===== config.mk =====
export PLATFORM = sky130hd
export DESIGN_NAME = awgn_noise_adder
export DESIGN_NICKNAME = d
export VERILOG_FILES = /design/src/rtl/awgn_noise_adder.sv
export SDC_FILE = /design/constraint.sdc
export NUM_CORES = 1
export LEC_CHECK = 0
export ABC_AREA = 0
export CORE_ASPECT_RATIO = 0.75
export CORE_UTILIZATION = 38
export CTS_CLUSTER_DIAMETER = 200
export CTS_CLUSTER_SIZE = 16
export DETAILED_ROUTE_END_ITERATION = 16
export PLACE_DENSITY = 0.64
export SYNTH_ARGS = -nofsm -noshare
export SYNTH_HDL_FRONTEND = slang
export SYNTH_SLANG_ARGS = --single-unit

===== constraint.sdc =====
create_clock -name clk -period 25.1 [get_ports clk]
set_input_delay 6.275 -clock clk [delete_from_list [all_inputs] [get_ports clk]]
set_output_delay 6.275 -clock clk [all_outputs]
set_load 0.05 [all_outputs]

===== src/rtl/awgn_noise_adder.sv =====
// Adds scaled AWGN from a two-sample-per-cycle generator to a streaming signal.
// Optional saturation counter: define AWGN_SAT_CNT_EN to enable sat_cnt.
module awgn_noise_adder #(
    parameter int unsigned DEPTH  = 8,
    parameter int unsigned WARMUP = 16
) (
    input  logic        clk,
    input  logic        reset,
    input  logic [15:0] x0,
    input  logic [15:0] x1,
    input  logic [15:0] scale,
    input  logic        flush,
    input  logic [15:0] sig_in,
    input  logic        sig_valid,
    output logic        sig_ready,
    output logic [15:0] y_out,
    output logic        y_valid,
    input  logic        y_ready,
    output logic [15:0] drop_cnt,
    output logic [15:0] sat_cnt
);

    localparam int unsigned DW     = 16;
    localparam int unsigned PTR_W  = (DEPTH > 1) ? $clog2(DEPTH) : 1;
    localparam int unsigned CNT_W  = $clog2(DEPTH + 1);
    localparam int unsigned WCNT_W = (WARMUP > 0) ? $clog2(WARMUP + 1) : 1;
    localparam int unsigned PROD_W = 33;
    localparam int unsigned SHF_W  = 18;
    localparam int unsigned SUM_W  = 19;

    typedef enum logic {
        ST_WARM = 1'b0,
        ST_RUN  = 1'b1
    } state_t;

    state_t              state_q, state_d;
    logic [WCNT_W-1:0]   warm_cnt_q, warm_cnt_d;
    logic [CNT_W-1:0]    count_q, count_d;
    logic [PTR_W-1:0]    wr_ptr_q, wr_ptr_d;
    logic [PTR_W-1:0]    rd_ptr_q, rd_ptr_d;
    logic [DW-1:0]       mem_q [DEPTH];
    logic [DW-1:0]       mem_d [DEPTH];
    logic [DW-1:0]       y_out_q, y_out_d;
    logic                y_valid_q, y_valid_d;
    logic [15:0]         drop_cnt_q, drop_cnt_d;

    logic                push_c;
    logic                drop_c;
    logic                xfer_c;
    logic                sig_ready_c;
    logic signed [DW-1:0]     noise_c;
    logic signed [DW:0]       scale_c;
    logic signed [PROD_W-1:0] prod_c;
    logic signed [SHF_W-1:0]  shift_c;
    logic signed [SUM_W-1:0]  sum_c;
    logic [DW-1:0]            y_sat_c;

    // Modular pointer advance; DEPTH need not be a power of two.
    function automatic logic [PTR_W-1:0] ptr_add(input logic [PTR_W-1:0] ptr,
                                                 input logic [1:0]       step);
        logic [PTR_W+1:0] tmp;
        tmp = (PTR_W+2)'(ptr) + (PTR_W+2)'(step);
        if (tmp >= (PTR_W+2)'(DEPTH)) begin
            tmp = tmp - (PTR_W+2)'(DEPTH);
        end
        return PTR_W'(tmp);
    endfunction

    // Handshake and FIFO admission decisions, all from start-of-cycle state.
    always_comb begin
        sig_ready_c = (count_q != '0) && (!y_valid_q || y_ready);
        xfer_c      = sig_valid && sig_ready_c && !flush;
        push_c      = (state_q == ST_RUN) && !flush && (count_q <= CNT_W'(DEPTH - 2));
        drop_c      = (state_q == ST_RUN) && !flush && (count_q >  CNT_W'(DEPTH - 2));
    end

    // Noise scaling: exact 33-bit product, arithmetic shift gives floor division.
    always_comb begin
        noise_c = $signed(mem_q[rd_ptr_q]);
        scale_c = $signed({1'b0, scale});
        prod_c  = PROD_W'(noise_c) * PROD_W'(scale_c);
        shift_c = SHF_W'(prod_c >>> 15);
        sum_c   = SUM_W'($signed(sig_in)) + SUM_W'(shift_c);
        if (sum_c > 19'sd32767) begin
            y_sat_c = 16'h7FFF;
        end else if (sum_c < -19'sd32768) begin
            y_sat_c = 16'h8000;
        end else begin
            y_sat_c = sum_c[DW-1:0];
        end
    end

    always_comb begin
        state_d    = state_q;
        warm_cnt_d = warm_cnt_q;
        count_d    = count_q;
        wr_ptr_d   = wr_ptr_q;
        rd_ptr_d   = rd_ptr_q;
        mem_d      = mem_q;
        y_out_d    = y_out_q;
        y_valid_d  = y_valid_q;
        drop_cnt_d = drop_cnt_q;

        if (state_q == ST_WARM) begin
            if ((WARMUP == 0) || (warm_cnt_q >= WCNT_W'(WARMUP - 1))) begin
                state_d = ST_RUN;
            end else begin
                warm_cnt_d = warm_cnt_q + WCNT_W'(1);
            end
        end

        if (flush) begin
            count_d  = '0;
            wr_ptr_d = '0;
            rd_ptr_d = '0;
        end else begin
            // Pairs are written at even addresses, so the second slot never wraps.
            if (push_c) begin
                mem_d[wr_ptr_q]                 = x0;
                mem_d[ptr_add(wr_ptr_q, 2'd1)]  = x1;
                wr_ptr_d                        = ptr_add(wr_ptr_q, 2'd2);
            end
            if (xfer_c) begin
                rd_ptr_d = ptr_add(rd_ptr_q, 2'd1);
            end
            count_d = count_q + (push_c ? CNT_W'(2) : CNT_W'(0))
                              - (xfer_c ? CNT_W'(1) : CNT_W'(0));
        end

        if (drop_c && (drop_cnt_q != 16'hFFFF)) begin
            drop_cnt_d = drop_cnt_q + 16'd1;
        end

        if (xfer_c) begin
            y_out_d   = y_sat_c;
            y_valid_d = 1'b1;
        end else if (y_ready) begin
            y_valid_d = 1'b0;
        end
    end

    always_ff @(posedge clk or negedge reset) begin
        if (!reset) begin
            state_q    <= ST_WARM;
            warm_cnt_q <= '0;
            count_q    <= '0;
            wr_ptr_q   <= '0;
            rd_ptr_q   <= '0;
            y_out_q    <= '0;
            y_valid_q  <= 1'b0;
            drop_cnt_q <= '0;
        end else begin
            state_q    <= state_d;
            warm_cnt_q <= warm_cnt_d;
            count_q    <= count_d;
            wr_ptr_q   <= wr_ptr_d;
            rd_ptr_q   <= rd_ptr_d;
            y_out_q    <= y_out_d;
            y_valid_q  <= y_valid_d;
            drop_cnt_q <= drop_cnt_d;
        end
    end

    // Sample storage carries no reset; occupancy is tracked by count_q.
    always_ff @(posedge clk) begin
        mem_q <= mem_d;
    end

`ifdef AWGN_SAT_CNT_EN
    logic        sat_hit_c;
    logic [15:0] sat_cnt_q, sat_cnt_d;

    always_comb begin
        sat_hit_c = (sum_c > 19'sd32767) || (sum_c < -19'sd32768);
        sat_cnt_d = sat_cnt_q;
        if (xfer_c && sat_hit_c && (sat_cnt_q != 16'hFFFF)) begin
            sat_cnt_d = sat_cnt_q + 16'd1;
        end
    end

    always_ff @(posedge clk or negedge reset) begin
        if (!reset) begin
            sat_cnt_q <= '0;
        end else begin
            sat_cnt_q <= sat_cnt_d;
        end
    end

    assign sat_cnt = sat_cnt_q;
`else
    assign sat_cnt = '0;
`endif

    assign sig_ready = sig_ready_c;
    assign y_out     = y_out_q;
    assign y_valid   = y_valid_q;
    assign drop_cnt  = drop_cnt_q;

endmodule


# Word-level counts from Yosys, hierarchy flattened

Cells that the tools add are included.

$add $sub $neg: 11
$mul: 1
Div/mod/pow operators: 0
Magnitude comparators: 13
Eq/ne operators: 1
Shift operators: 0
Muxes and demuxes: 27
Bitwise gates (word level): 6
Reductions and logical operators: 18

Operator list:

| operator                                                                | number |
|---|---|
| 128-bit bitwise mux                                                     | 2 |
| 16-bit demux with 3-bit select                                          | 2 |
| 16-bit two-way mux                                                      | 6 |
| 16-bit binary-select mux with 3-bit select                              | 1 |
| 16-bit by 17-bit multiplier with 33-bit output                          | 1 |
| 3-bit two-way mux                                                       | 9 |
| 4-bit >= comparator (second input constant)                             | 6 |
| 16-bit by 18-bit adder with 19-bit output                               | 1 |
| 19-bit by 16-bit > comparator with 1-bit output (second input constant) | 1 |
| 19-bit by 16-bit < comparator with 1-bit output (second input constant) | 1 |
| 16-bit by 1-bit adder with 16-bit output (second input constant)        | 1 |
| 16-bit inequality test (second input constant)                          | 1 |
| 3-bit inverter with 4-bit output                                        | 3 |
| 1-bit logical AND                                                       | 9 |
| 3-bit by 1-bit subtractor with 3-bit output (second input constant)     | 3 |
| 3-bit by 1-bit adder with 4-bit output (second input constant)          | 2 |
| 4-bit by 1-bit < comparator with 1-bit output (second input constant)   | 2 |
| 2-bit nonzero test                                                      | 3 |
| 5-bit by 1-bit adder with 5-bit output (second input constant)          | 1 |
| 5-bit by 4-bit >= comparator with 1-bit output (second input constant)  | 1 |
| 1-bit two-way mux                                                       | 5 |
| 3-bit by 2-bit adder with 4-bit output (second input constant)          | 1 |
| 4-bit by 2-bit adder with 4-bit output                                  | 1 |
| 4-bit by 3-bit > comparator with 1-bit output (second input constant)   | 1 |
| other kinds (9)                                                         | 13 |

Bits in registers: 177
Latch bits: 0
Memory bits (writable): 0
ROM bits: 0
Logic and storage cells: 93
Memories: 0

# Longest topological paths before layout

Word-level depth: 11
Depth in mapped cells: 38

# Least setup slack after synthesis

No wires, ideal clock.

Path kind: in2reg
Start point: input scale[6]
End point: register y_out_q[10] (netlist: y_out[10])
Arrival time: 13.720 ns
Data required time: 24.954 ns
Slack: 11.234 ns
Stages: 30
Cell sequence: clkbuf_1 > nand2_1 > fa_1 > inv_1 > fa_1 > fa_1 > fa_1 > fa_1 > inv_1 > fa_1 > inv_1 > ha_1 > nand4_1 > a21oi_1 > nand2_1 > o22ai_1 > a31oi_2 > a211oi_1 > nor2_1 > xnor2_1 > ha_1 > a21o_1 > a21o_1 > a21o_1 > or3_1 > a221oi_1 > a311oi_4 > o32ai_4 > buf_6 > o22ai_1

Word-level cells in the longest chain between the ends: 5
Elaborated cells between the ends (all ways): 6
Classes of those cells: 1 x add/sub; 1 x mul; 2 x order compare; 2 x mux

RTL lines:

| item                                             | line | text |
|---|---|---|
| start, declared                                  | 11   | `input logic [15:0] scale,` |
| 16-bit by 17-bit multiplier with 33-bit output * | 81   | `prod_c = PROD_W'(noise_c) * PROD_W'(scale_c);` |
| 16-bit by 18-bit adder with 19-bit output *      | 83   | `sum_c = SUM_W'($signed(sig_in)) + SUM_W'(shift_c);` |
| 19-bit by 16-bit < comparator with 1-bit output  | 86   | `end else if (sum_c < -19'sd32768) begin` |
| 16-bit two-way mux                               | 86   |  |
| 16-bit two-way mux *                             | 84   | `if (sum_c > 19'sd32767) begin` |
| end signal, assigned                             | 158  | `y_out_q <= y_out_d;` |
| end, declared                                    | 43   | `logic [DW-1:0] y_out_q, y_out_d;` |

Every way passes the cells marked *; elsewhere a longest branch is shown, timed or not.
A chain may end at the register's enable or synchronous reset.

# Final worst setup path

Start point: input scale[7]
End point: register y_out_q[0] (netlist: y_out[0])

The elaborated chain is that of the path after synthesis.

==> metrics.md <==
| Metric | Value |
|---|---|
| Startpoint Class | primary input |
| Initial antenna violation count | 5 |
| Die W | 249.4 um |
| # IOs | 119 |
| RSZ-0062 raised after global routing | false |
| Share of layout cells above drive strength 1 | 6.005% |
| Die H | 187.6 um |
| Clock Skew | 0.007944 ns |
| CTS buffer count | 17 |
| Post-DP HPWL | 31090 um |
| Largest cells by area after synthesis | fa_1 22%, edfxtp_1 22%, ha_1 11% |
| CP dominant cell by count | fa_1 |
| Syn_area_per_cell | 10.59 um^2 |
| Largest net degree at the start of global routing | 49 |
| Max_slew headroom | 30.31% |
| CTS tree | built |
| Setup CP Type | primary input to register |
| Max Slew Vio Count | 0 |
| Post-synth EDFFs | 128 |
| Worst skew pair latency | 0.43 ns |
| Starting Density | 38.76% |
| First-pass GRT wire length | 69120 um |
| Post-CTS Setup Bufs | 0 |
| Total negative slack | 0 ns |
| Post-Syn Area | 17450 um^2 |
| H-tree level count | 4 |
| Final WL | 41880 um |
| Finish-stage setup viols | 0 |
| Vias in the first global route | 12390 |
| Clk sinks | 176 |
| CP max-delay cell | clkdlybuf4s50_1 |
| Post-synthesis sequential area ratio | 28.91% |
| Synth top cells by count | 264 x inv_1, 199 x and2_1, 195 x fa_1 |
| Post-Layout Cell Count | 2319 |
| CTS resizes | 0 |
| Clock buffer depth | 2 |
| Root buf cell | clkbuf_16 |
| DR WL/cell | 18.06 um |
| Ys async rst share | 27.27% |
| Hold_buf cts | 0 |
| Layout fillers | 4160 |
| Yosys top cell by area | fa_1 |
| CP Max Fanout | 16 |
| Crit path largest cell delay | 0.81 ns |
| Global route overflow | 0 |
| Yosys cell types | 65 |
| Mapped Cells | 1648 |
| Seq cells post-synth | 176 |
| Worst EP arrival | 15.64 ns |
| Via count | 11770 |
| Most frequent cell after synthesis | inv_1 |
| Nets | 2139 |
| Fmax | 65.33 MHz |
| Predominant post-synthesis flop cell | edfxtp_1 |
| Core footprint | 45020 um^2 |
| # DRC | 0 |
| Antenna Violating Nets Remaining | 0 |
| Rows | 67 |
| Least-Margin Pin Slew | 1.045 ns |
| Max Cap Viol | 0 |
| Fin. Hold Viols | 0 |
| Via-to-Cell Ratio | 5.077 |
| Port bufs | 102 |
| Run status | complete, no violations |
| Crit. End Element | register |
| Synth warnings | 0 |
| Final Cycle Share | 60.98% |
| Iter 0 DRT Violations | 718 |
| Yosys top cell area share | 22.37% |
| Detailed Routing Iterations Pass 1 | 5 |
| Hold crit path type | register to register |
| Synth-to-layout area growth | 11.95% |
| Tot GR Track Use | 18.87% |
| Die ar. | 46790 um^2 |
| Worst EP required | 25.44 ns |
| Reg2reg setup slack | 14.53 ns |
| Gpl congestion | 0.8726 |
| Fin crit period | 15.31 ns |
| Cell Count Post-Placement | 2286 |
| Clock slew at reported path FFs | 0.07 ns |
==> layer usage <==
metal / vias to the layer above / wire length [um] / GRT usage [%]
met5: - / 31 / 0
met4: 4 / 376 / 2.968
met3: 36 / 3145 / 4.650
met2: 368 / 18370 / 29.03
met1: 5904 / 19950 / 27.32
li1: 5462 / - / -
==> sequential cells by signal, summed over array words and instances (netlist names) <==
| signal | cells |
|---|---|
| mem_q | 128 |
| drop_cnt | 16 |
| y_out | 16 |
| warm_cnt_q | 5 |
| count_q | 4 |
| rd_ptr_q | 3 |
| wr_ptr_q | 2 |
| state_q | 1 |
| y_valid | 1 |
==> cell usage in the layout (no fill, tap or decap), types with 21 or more instances in the layout <==
| cell | count |
|---|---|
| mux4_2 | 30 |
| edfxtp_1 | 128 |
| inv_1 | 264 |
| fa_1 | 195 |
| ha_1 | 156 |
| a21o_1 | 21 |
| clkdlybuf4s50_1 | 101 |
| dfrtp_1 | 47 |
| and2_1 | 199 |
| nor2_1 | 57 |
| xnor2_1 | 32 |
| a21oi_1 | 23 |
| nand2_1 | 152 |
| nor2b_1 | 51 |
==> area by class of cell <==
| cell class | count | area (um^2) | share of cell area, % |
|---|---|---|---|
| antenna | 1 | 2.502 | 0.01281 |
| clock buffer | 17 | 425.4 | 2.178 |
| clock inverter | 15 | 135.1 | 0.6918 |
| inverter | 264 | 991.0 | 5.073 |
| multi-input combinational | 1148 | 11110 | 56.87 |
| sequential | 176 | 5046 | 25.83 |
| tap | 586 | 733.2 | 3.754 |
| timing repair buffer | 112 | 1091 | 5.586 |
==> stage by stage <==
stage / utilization, % / setup slack (ns) / area (um^2) / hold WS (ns)
6_report: 43.39 / 9.793 / 19530 / 0.4959
3_5_place_dp: 42.14 / 9.425 / 18970 / 0.4861
5_1_grt: 43.38 / 9.252 / 19530 / 0.5357
3_3_place_gp: 42.14 / 9.681 / 18970 / 0.4699
4_1_cts: 43.38 / 9.823 / 19530 / 0.4975
2_1_floorplan: - / 11.23 / 17500 / 0.4519
==> kinds of logic after synthesis <==
group                    count (synthesis)  share of synthesized area, %
AND/OR/NAND/NOR                        550                         16.69
adder cells (fa/ha/maj)                351                         33.56
buffers and inverters                  339                         7.745
flip-flops                             176                         28.91
AO/OA/AOI/OAI                          130                         5.350
multiplexers                            55                         5.407
XOR/XNOR                                46                         2.309
other                                    1                       0.02149
==> path summary, 6_finish.rpt <==
kind                         startpoint            to  cells past startpoint
min                        drop_cnt[11]  drop_cnt[11]                      1
max reg2reg                 rd_ptr_q[0]      y_out[0]                     31
min in group asynchronous         reset       y_valid                      1
max in group asynchronous         reset   rd_ptr_q[0]                      1
min reg2reg                drop_cnt[11]  drop_cnt[11]                      1
max                            scale[7]      y_out[0]                     29
==> critical path, delay by kind of cell <==
family / cells / cell delay [ns]
buffers and inverters: 5 / 1.04
adder cells (fa/ha/maj): 8 / 3.82
AO/OA/AOI/OAI: 12 / 3.54
XOR/XNOR: 1 / 0.12
AND/OR/NAND/NOR: 3 / 0.82
Power is left out: the tool's default activity adds up to more than one toggle a clock period on the data nets, which glitch-free logic cannot reach.
